**config.mk**
```make
export PLATFORM = sky130hd
export DESIGN_NAME = ifetch_unit
export DESIGN_NICKNAME = d
export VERILOG_FILES = /design/src/rtl/ifetch_unit.sv
export SDC_FILE = /design/constraint.sdc
export NUM_CORES = 1
export LEC_CHECK = 0
export CAP_MARGIN = 20
export CORE_ASPECT_RATIO = 1.4
export CORE_MARGIN = 2
export CORE_UTILIZATION = 45
export CTS_BUF_LIST = sky130_fd_sc_hd__clkbuf_8
export CTS_CLUSTER_SIZE = 14
export DETAILED_ROUTE_END_ITERATION = 12
export GPL_ROUTABILITY_DRIVEN = 0
export PLACE_DENSITY = 0.84
export SYNTH_ARGS = -nofsm -noshare
export SYNTH_HDL_FRONTEND = slang
export SYNTH_SLANG_ARGS = --single-unit
```
**constraint.sdc**
```tcl
create_clock -name clk -period 7.2 [get_ports clk]
set_clock_uncertainty 0.2 [all_clocks]
set_input_delay 1.8 -clock clk [delete_from_list [all_inputs] [get_ports clk]]
set_output_delay 1.8 -clock clk [all_outputs]
set_load 0.005 [all_outputs]
```
**src/rtl/ifetch_unit.sv**
```systemverilog
// Instruction-fetch unit: issues one imem read at a time and buffers {pc, instr, fault} in a small FIFO for decode.
// Optional IFETCH_MISALIGN_EN turns misaligned PCs into NOP fault entries instead of memory reads.
module ifetch_unit #(
   parameter int DEPTH   = 2,
   parameter int ADDR_W  = 64,
   parameter int INSTR_W = 32
) (
   input  logic               clk,
   input  logic               reset,
   input  logic               pc_valid,
   input  logic [ADDR_W-1:0]  pc_in,
   output logic               pc_ready,
   output logic               imem_req,
   output logic [ADDR_W-1:0]  imem_addr,
   input  logic               imem_ack,
   input  logic [INSTR_W-1:0] imem_rdata,
   output logic               instr_valid,
   output logic [INSTR_W-1:0] instr,
   output logic [ADDR_W-1:0]  instr_pc,
   output logic               instr_fault,
   input  logic               instr_ready,
   input  logic               flush
);

   localparam int PTR_W = (DEPTH > 1) ? $clog2(DEPTH) : 1;
   localparam int CNT_W = PTR_W + 1;
   localparam logic [CNT_W-1:0] DEPTH_CNT = CNT_W'(DEPTH);

   typedef enum logic [1:0] {IDLE, WAIT, DROP} state_t;

   state_t             state;
   logic [PTR_W-1:0]   wr_ptr, rd_ptr;
   logic [CNT_W-1:0]   count;
   logic [INSTR_W-1:0] mem_instr [DEPTH];
   logic [ADDR_W-1:0]  mem_pc    [DEPTH];

   logic               accept, misaligned, push_en, pop_en;
   logic [INSTR_W-1:0] push_instr;
   logic [ADDR_W-1:0]  push_pc;

   assign pc_ready = (state == IDLE) && (count < DEPTH_CNT) && !flush;
   assign accept   = pc_valid && pc_ready;
   assign pop_en   = (count != '0) && instr_ready && !flush;

`ifdef IFETCH_MISALIGN_EN
   logic       push_fault;
   logic       mem_fault [DEPTH];
   assign misaligned = (pc_in[1:0] != 2'b00);
`else
   assign misaligned = 1'b0;
`endif

   // A push comes either from a memory ack in WAIT or, with the alignment check, from a rejected PC in IDLE
   always_comb begin
      push_en    = 1'b0;
      push_pc    = imem_addr;
      push_instr = imem_rdata;
`ifdef IFETCH_MISALIGN_EN
      push_fault = 1'b0;
`endif
      if (state == WAIT && imem_ack && !flush) push_en = 1'b1;
`ifdef IFETCH_MISALIGN_EN
      if (accept && misaligned) begin
         push_en    = 1'b1;
         push_pc    = pc_in;
         push_instr = INSTR_W'(32'h0000_0013);
         push_fault = 1'b1;
      end
`endif
   end

   // Request FSM; a flushed request stays on the bus in DROP until memory acks it
   always_ff @(posedge clk or posedge reset) begin
      if (reset) begin
         state     <= IDLE;
         imem_req  <= 1'b0;
         imem_addr <= '0;
      end else begin
         case (state)
            IDLE: if (accept && !misaligned) begin
               imem_addr <= pc_in;
               imem_req  <= 1'b1;
               state     <= WAIT;
            end
            WAIT: if (imem_ack) begin
               imem_req <= 1'b0;
               state    <= IDLE;
            end else if (flush) begin
               state <= DROP;
            end
            DROP: if (imem_ack) begin
               imem_req <= 1'b0;
               state    <= IDLE;
            end
            default: begin
               imem_req <= 1'b0;
               state    <= IDLE;
            end
         endcase
      end
   end

   always_ff @(posedge clk or posedge reset) begin
      if (reset) begin
         wr_ptr <= '0;
         rd_ptr <= '0;
         count  <= '0;
      end else if (flush) begin
         wr_ptr <= '0;
         rd_ptr <= '0;
         count  <= '0;
      end else begin
         if (push_en) wr_ptr <= wr_ptr + PTR_W'(1);
         if (pop_en)  rd_ptr <= rd_ptr + PTR_W'(1);
         case ({push_en, pop_en})
            2'b10:   count <= count + CNT_W'(1);
            2'b01:   count <= count - CNT_W'(1);
            default: count <= count;
         endcase
      end
   end

   // Storage needs no reset: the head is masked to zero whenever the FIFO is empty
   always_ff @(posedge clk) begin
      if (push_en) begin
         mem_instr[wr_ptr] <= push_instr;
         mem_pc[wr_ptr]    <= push_pc;
`ifdef IFETCH_MISALIGN_EN
         mem_fault[wr_ptr] <= push_fault;
`endif
      end
   end

   assign instr_valid = (count != '0);
   assign instr       = instr_valid ? mem_instr[rd_ptr] : '0;
   assign instr_pc    = instr_valid ? mem_pc[rd_ptr]    : '0;
`ifdef IFETCH_MISALIGN_EN
   assign instr_fault = instr_valid ? mem_fault[rd_ptr] : 1'b0;
`else
   assign instr_fault = 1'b0;
`endif

endmodule

```
* Yosys cells after proc, flatten, opt, wreduce, memory -nomap -nowiden *
Memory sizes are Yosys's and may differ from the RTL's.
Cells that the tools add are included.

word-level totals
  bits in registers = 71
  word-level logic and storage cells = 57
  bits of input ports = 102
  memories = 2
  output and inout port bits = 164
  RAM bits = 192

memories
  memory     depth  width  read ports  clocked after memory_dff  wr ports  line  source
  mem_pc     2      64     1           0                         1         35    logic [ADDR_W-1:0] mem_pc [DEPTH];
  mem_instr  2      32     1           0                         1         34    logic [INSTR_W-1:0] mem_instr [DEPTH];

operators by class
  $lt $le $gt $ge = 1
  reduce and logical (&&, ||, !) cells = 17
  add/subtract/negate cells = 4
  muxes and demuxes = 19
  equality and inequality tests = 8

operators by type and width
  operator                                                number
  two-way mux 64 bit                                      1
  two-way mux 32 bit                                      1
  two-way mux 2 bit                                       5
  two-way mux 1 bit                                       9
  logical AND 1 bit                                       7
  one-hot mux 2 bit (3 select lines)                      1
  nonzero test 2 bit                                      3
  equality test 2 x 1 -> 1 bit (second input constant)    2
  equality test 2 bit (second input constant)             2
  inequality test 2 bit (second input constant)           2
  one-hot mux 2 bit (2 select lines)                      1
  AND reduction 2 bit                                     2
  inequality test 3 bit (second input constant)           1
  AND reduction 3 bit                                     1
  nonzero test 3 bit                                      1
  adder 1 bit (second input constant)                     2
  adder 2 x 1 -> 2 bit (second input constant)            1
  zero test 2 bit                                         1
  less-than comparator 2 bit (second input constant)      1
  inequality test 2 x 1 -> 1 bit (second input constant)  1
  one-hot mux 1 bit (2 select lines)                      1
  OR reduction 2 bit                                      1
  subtractor 2 x 1 -> 2 bit (second input constant)       1
  zero test 1 bit                                         1

* Longest topological paths before layout *
  depth in word-level cells = 7
  mapped depth = 8
  depth with buffers taken out = 5

* Worst setup path after synthesis *
OpenSTA, ideal clock, no wires.

  path kind = input to register
  start point = input port flush
  end point = memory mem_instr[0][0] (enable)
  setup time = 0.551 ns
  slack = 0.342 ns
  required time = 6.449 ns
  data arrival time = 6.107 ns
  stages on the path = 3
  path buffers = 0
  cell sequence = nor2b_1 -> nand2_1 -> nor2_1

on the way
  longest elaborated chain between the ends = 5

RTL lines
  element                                  line  source
  start, declared                          22    input logic flush
  zero test 1 bit                          61    if (state == WAIT && imem_ack && !flush) push_en = 1'b1;
  logical AND 1 bit                        61
  two-way mux 1 bit                        61
  two-way mux 1 bit                        125   if (push_en) begin
  two-way mux 1 bit (implied by the code)  126   mem_instr[wr_ptr] <= push_instr;
  end, declared                            34

No other way between the ends.

* Worst setup path after layout *
  start point = input port flush
  end point = output port pc_ready

on the way
  longest elaborated chain between the ends = 2

RTL lines
  element            line  source
  zero test 1 bit    41    assign pc_ready = (state == IDLE) && (count < DEPTH_CNT) && !flush;
  logical AND 1 bit  41
  end, declared      12    output logic pc_ready,

No other way between the ends.

==> reports/qor.yml <==
seq_area_frac_synth: 0.750
p_clk_frac: 0.255
fill_cells: 1561
cts_tree: "yes"
synth_top_family_by_area: "multiplexers"
synth_xor_area_frac: 0.00174
synthAdderAreaFrac: 0.00374
internal-power_mw: 3.30
hold_path.class: "flip-flop to flip-flop"
drv_slew: 0
ys_types: 31
post-cts-setup-buffers: 0
synth_compound_area_frac: 0.00934
start_util: 0.460
hpwl_mm: 14.2
ys_seq_elements: 263
crit_top_cell: "clkdlybuf4s50_1"
worstHoldStart: "imem_addr[12]$_DFFE_PP0P_"
drtAntennaViolNets: 0
synthCells: 594
sw_frac_of_total: 0.261
cts_buffers: 39
path_class: "primary input to output port"
antenna_found_initial: 0
crit_buf_inv: 2
tightest_slew_ns: 1.04
design.portCount: 266
period_needed_ns: 5.18
cp-end-kind: "output port"
coreArea_um2: 21900
seq_power_share: 0.502
dieHeight_um: 181
vias_per_cell: 4.91
vias: 5909
track_usage: 0.185
cts-root-buf: "clkbuf_8"
relSlewSlack: 0.304
synthSimpleGateAreaFrac: 0.0448
port_buffers: 264
drt_first_pass_iters: 4
rows: 64
min_to: "mem_pc[0][12]$_DFFE_PP_"
cp.arrival_ns: 3.18
grt_pass1_wl_mm: 33.5
netlist_area_um2: 10000
required_ns: 5.20
multiInputGateArea_um2: 2330
grt_pass1_vias: 6321
pwr-share-comb: 0.243
die_w_um: 130
synth_warnings: 0
path_delay_family: "buffers and inverters"
clock_sinks: 263
drt_iter0_markers: 221
r2r_slack_ns: 4.08
switchingPower_mw: 1.17
clk_latency_ns: 0.52
finalHoldViolCount: 0
reg2reg_from: "state[1]$_DFFE_PP0P_"
max_freq_mhz: 193
setup_violations: 0
cap_violations: 0
setup_tns_ns: 0
place_ws_ns: 2.03
fin_area_um2: 13800
r2r_cells: 5
min_period_over_period: 0.719
cts_buffer_depth: 3
drive_gt1_frac: 0.126
grt_max_degree: 98
critical-path-slowest-cell: "clkdlybuf4s50_1"
cp-start-kind: "primary input"
cp_slowest_stage_delay_ns: 0.57
path_cells: "clkdlybuf4s50_1, nor3_1, clkdlybuf4s50_1"
syn-num-nets: 699
place_area_um2: 13000
cp_max_fo: 8
timing.rr.end: "mem_instr[1][14]$_DFFE_PP_"
drc: 0
final-seq-area_um2: 7550
die-area_um2: 23600
cellPowerDensity_nw_per_um2: 325
post_synth.cell_area_avg_um2: 16.9
utilization: 0.629
holdPathStages: 0
cts-htree-levels: 2
nets: 981
wl_mm: 21.8
ctsHoldBuffers: 0
routedWlPerCell_um: 18.1
grt_overflow_total: 0
p_leak_nw: 4.80
hold_ws_ns: 0.284
rsz0062_at_grt: "no"
cts-resized-gates: 0
max-vdd-ir-drop_mv: 0.215
clkTransAtPathRegs_ns: 0.06
muxShareOfSynthArea: 0.168
synthToLayoutAreaGrowth_pct: 36.9
postLayoutSetupSlackWorst_ns: 2.02
status: "finished clean"
[synth_stat cells]
library cell,instances,area share
o31ai_1,1,0.00075
dfrtp_1,71,0.18
a211oi_2,1,0.0012
o21ai_0,5,0.0025
nand3_1,1,0.00050
o211a_1,1,0.0010
ha_1,3,0.0037
mux2_2,48,0.054
inv_1,7,0.0026
nor2_1,101,0.038
buf_8,2,0.0030
mux2i_1,97,0.097
nor4bb_1,2,0.0020
a211oi_1,1,0.00075
nand2b_1,1,0.00062
clkbuf_1,6,0.0022
nor3_1,1,0.00050
mux2_1,16,0.018
o311ai_1,1,0.00087
buf_2,17,0.0085
nand2_1,2,0.00075
and3_1,1,0.00062
a21oi_1,3,0.0015
edfxtp_1,192,0.57
and3b_1,1,0.00087
nor2b_1,2,0.0012
xor2_1,2,0.0017
o211ai_1,1,0.00075
conb_1,1,0.00037
buf_4,5,0.0037
buf_6,1,0.0011
[power by group through the flow]
stage | registers, mW | clock network (mW) | logic [mW]
2_1_floorplan | 2.22 | 0 | 0.431
3_3_place_gp | 2.25 | 0 | 1.07
3_5_place_dp | 2.27 | 0 | 1.10
4_1_cts | 2.25 | 1.17 | 1.11
5_1_grt | 2.29 | 1.24 | 1.16
6_report | 2.24 | 1.14 | 1.09
[cell families (layout without fill, tap and decap cells)]
logic type,Yosys count,after routing
flip-flops,263,263
multiplexers,161,161
AND/OR/NAND/NOR,112,112
buffers and inverters,38,350
AO/OA/AOI/OAI,14,14
adder cells (fa/ha/maj),3,3
XOR/XNOR,2,2
other,1,2
[how the worst max path moves through the flow]
| stage | start | to | cells past startpoint |
|---|---|---|---|
| after floorplan | flush | mem_instr[0][0]$_DFFE_PP_ | 3 |
| after global placement | flush | pc_ready | 3 |
| after detailed placement | flush | pc_ready | 3 |
| after CTS | flush | pc_ready | 3 |
| after global routing | flush | pc_ready | 3 |
| final | flush | pc_ready | 3 |
[worst reg2reg max path: stages (launching register included)]
cell	delay, ns
dfrtp_1	0.40
inv_1	0.12
ha_1	0.26
nor2b_1	0.32
and3_4	0.85
buf_4	0.59
[layout make-up]
cell class | instances | area share
clock buffer | 45 | 0.0450
antenna | 1 | 0.000182
inverter | 7 | 0.00200
timing repair buffer | 272 | 0.198
multi-input combinational | 293 | 0.169
tap | 297 | 0.0270
clock inverter | 26 | 0.00946
sequential | 263 | 0.549
[through the flow]
| step | total power [mW] | std cells |
|---|---|---|
| 6_report | 4.47 | 1204 |
| 2_1_floorplan | 2.66 | 594 |
| 3_5_place_dp | 3.37 | 1132 |
| 3_3_place_gp | 3.32 | 1131 |
| 5_1_grt | 4.69 | 1203 |
| 4_1_cts | 4.53 | 1203 |
[per-layer routing]
layer / share of wire / GRT usage / vias to the layer above
li1: - / - / 2743
met1: 0.35 / 0.200 / 2873
met2: 0.54 / 0.329 / 223
met3: 0.060 / 0.0418 / 70
met4: 0.050 / 0.102 / 0
met5: 0 / 0 / -
[sequential cells by signal, summed over array words and instances (netlist names)]
name and flops:
mem_pc 128, imem_addr 64, mem_instr 64, count 2
state 2, imem_req 1, rd_ptr 1, wr_ptr 1
[cells in the final DEF (no fill, tap or decap), types with 16 or more instances in the layout]
cell | netlist | layout
mux2_2 | 48 | 48
clkbuf_8 | 0 | 45
dfrtp_1 | 71 | 70
nor2_1 | 101 | 99
inv_1 | 7 | 24
edfxtp_1 | 192 | 192
mux2_1 | 16 | 16
clkdlybuf4s50_1 | 0 | 264
mux2i_1 | 97 | 97
No activity file was read; power rests on OpenSTA's default activity.
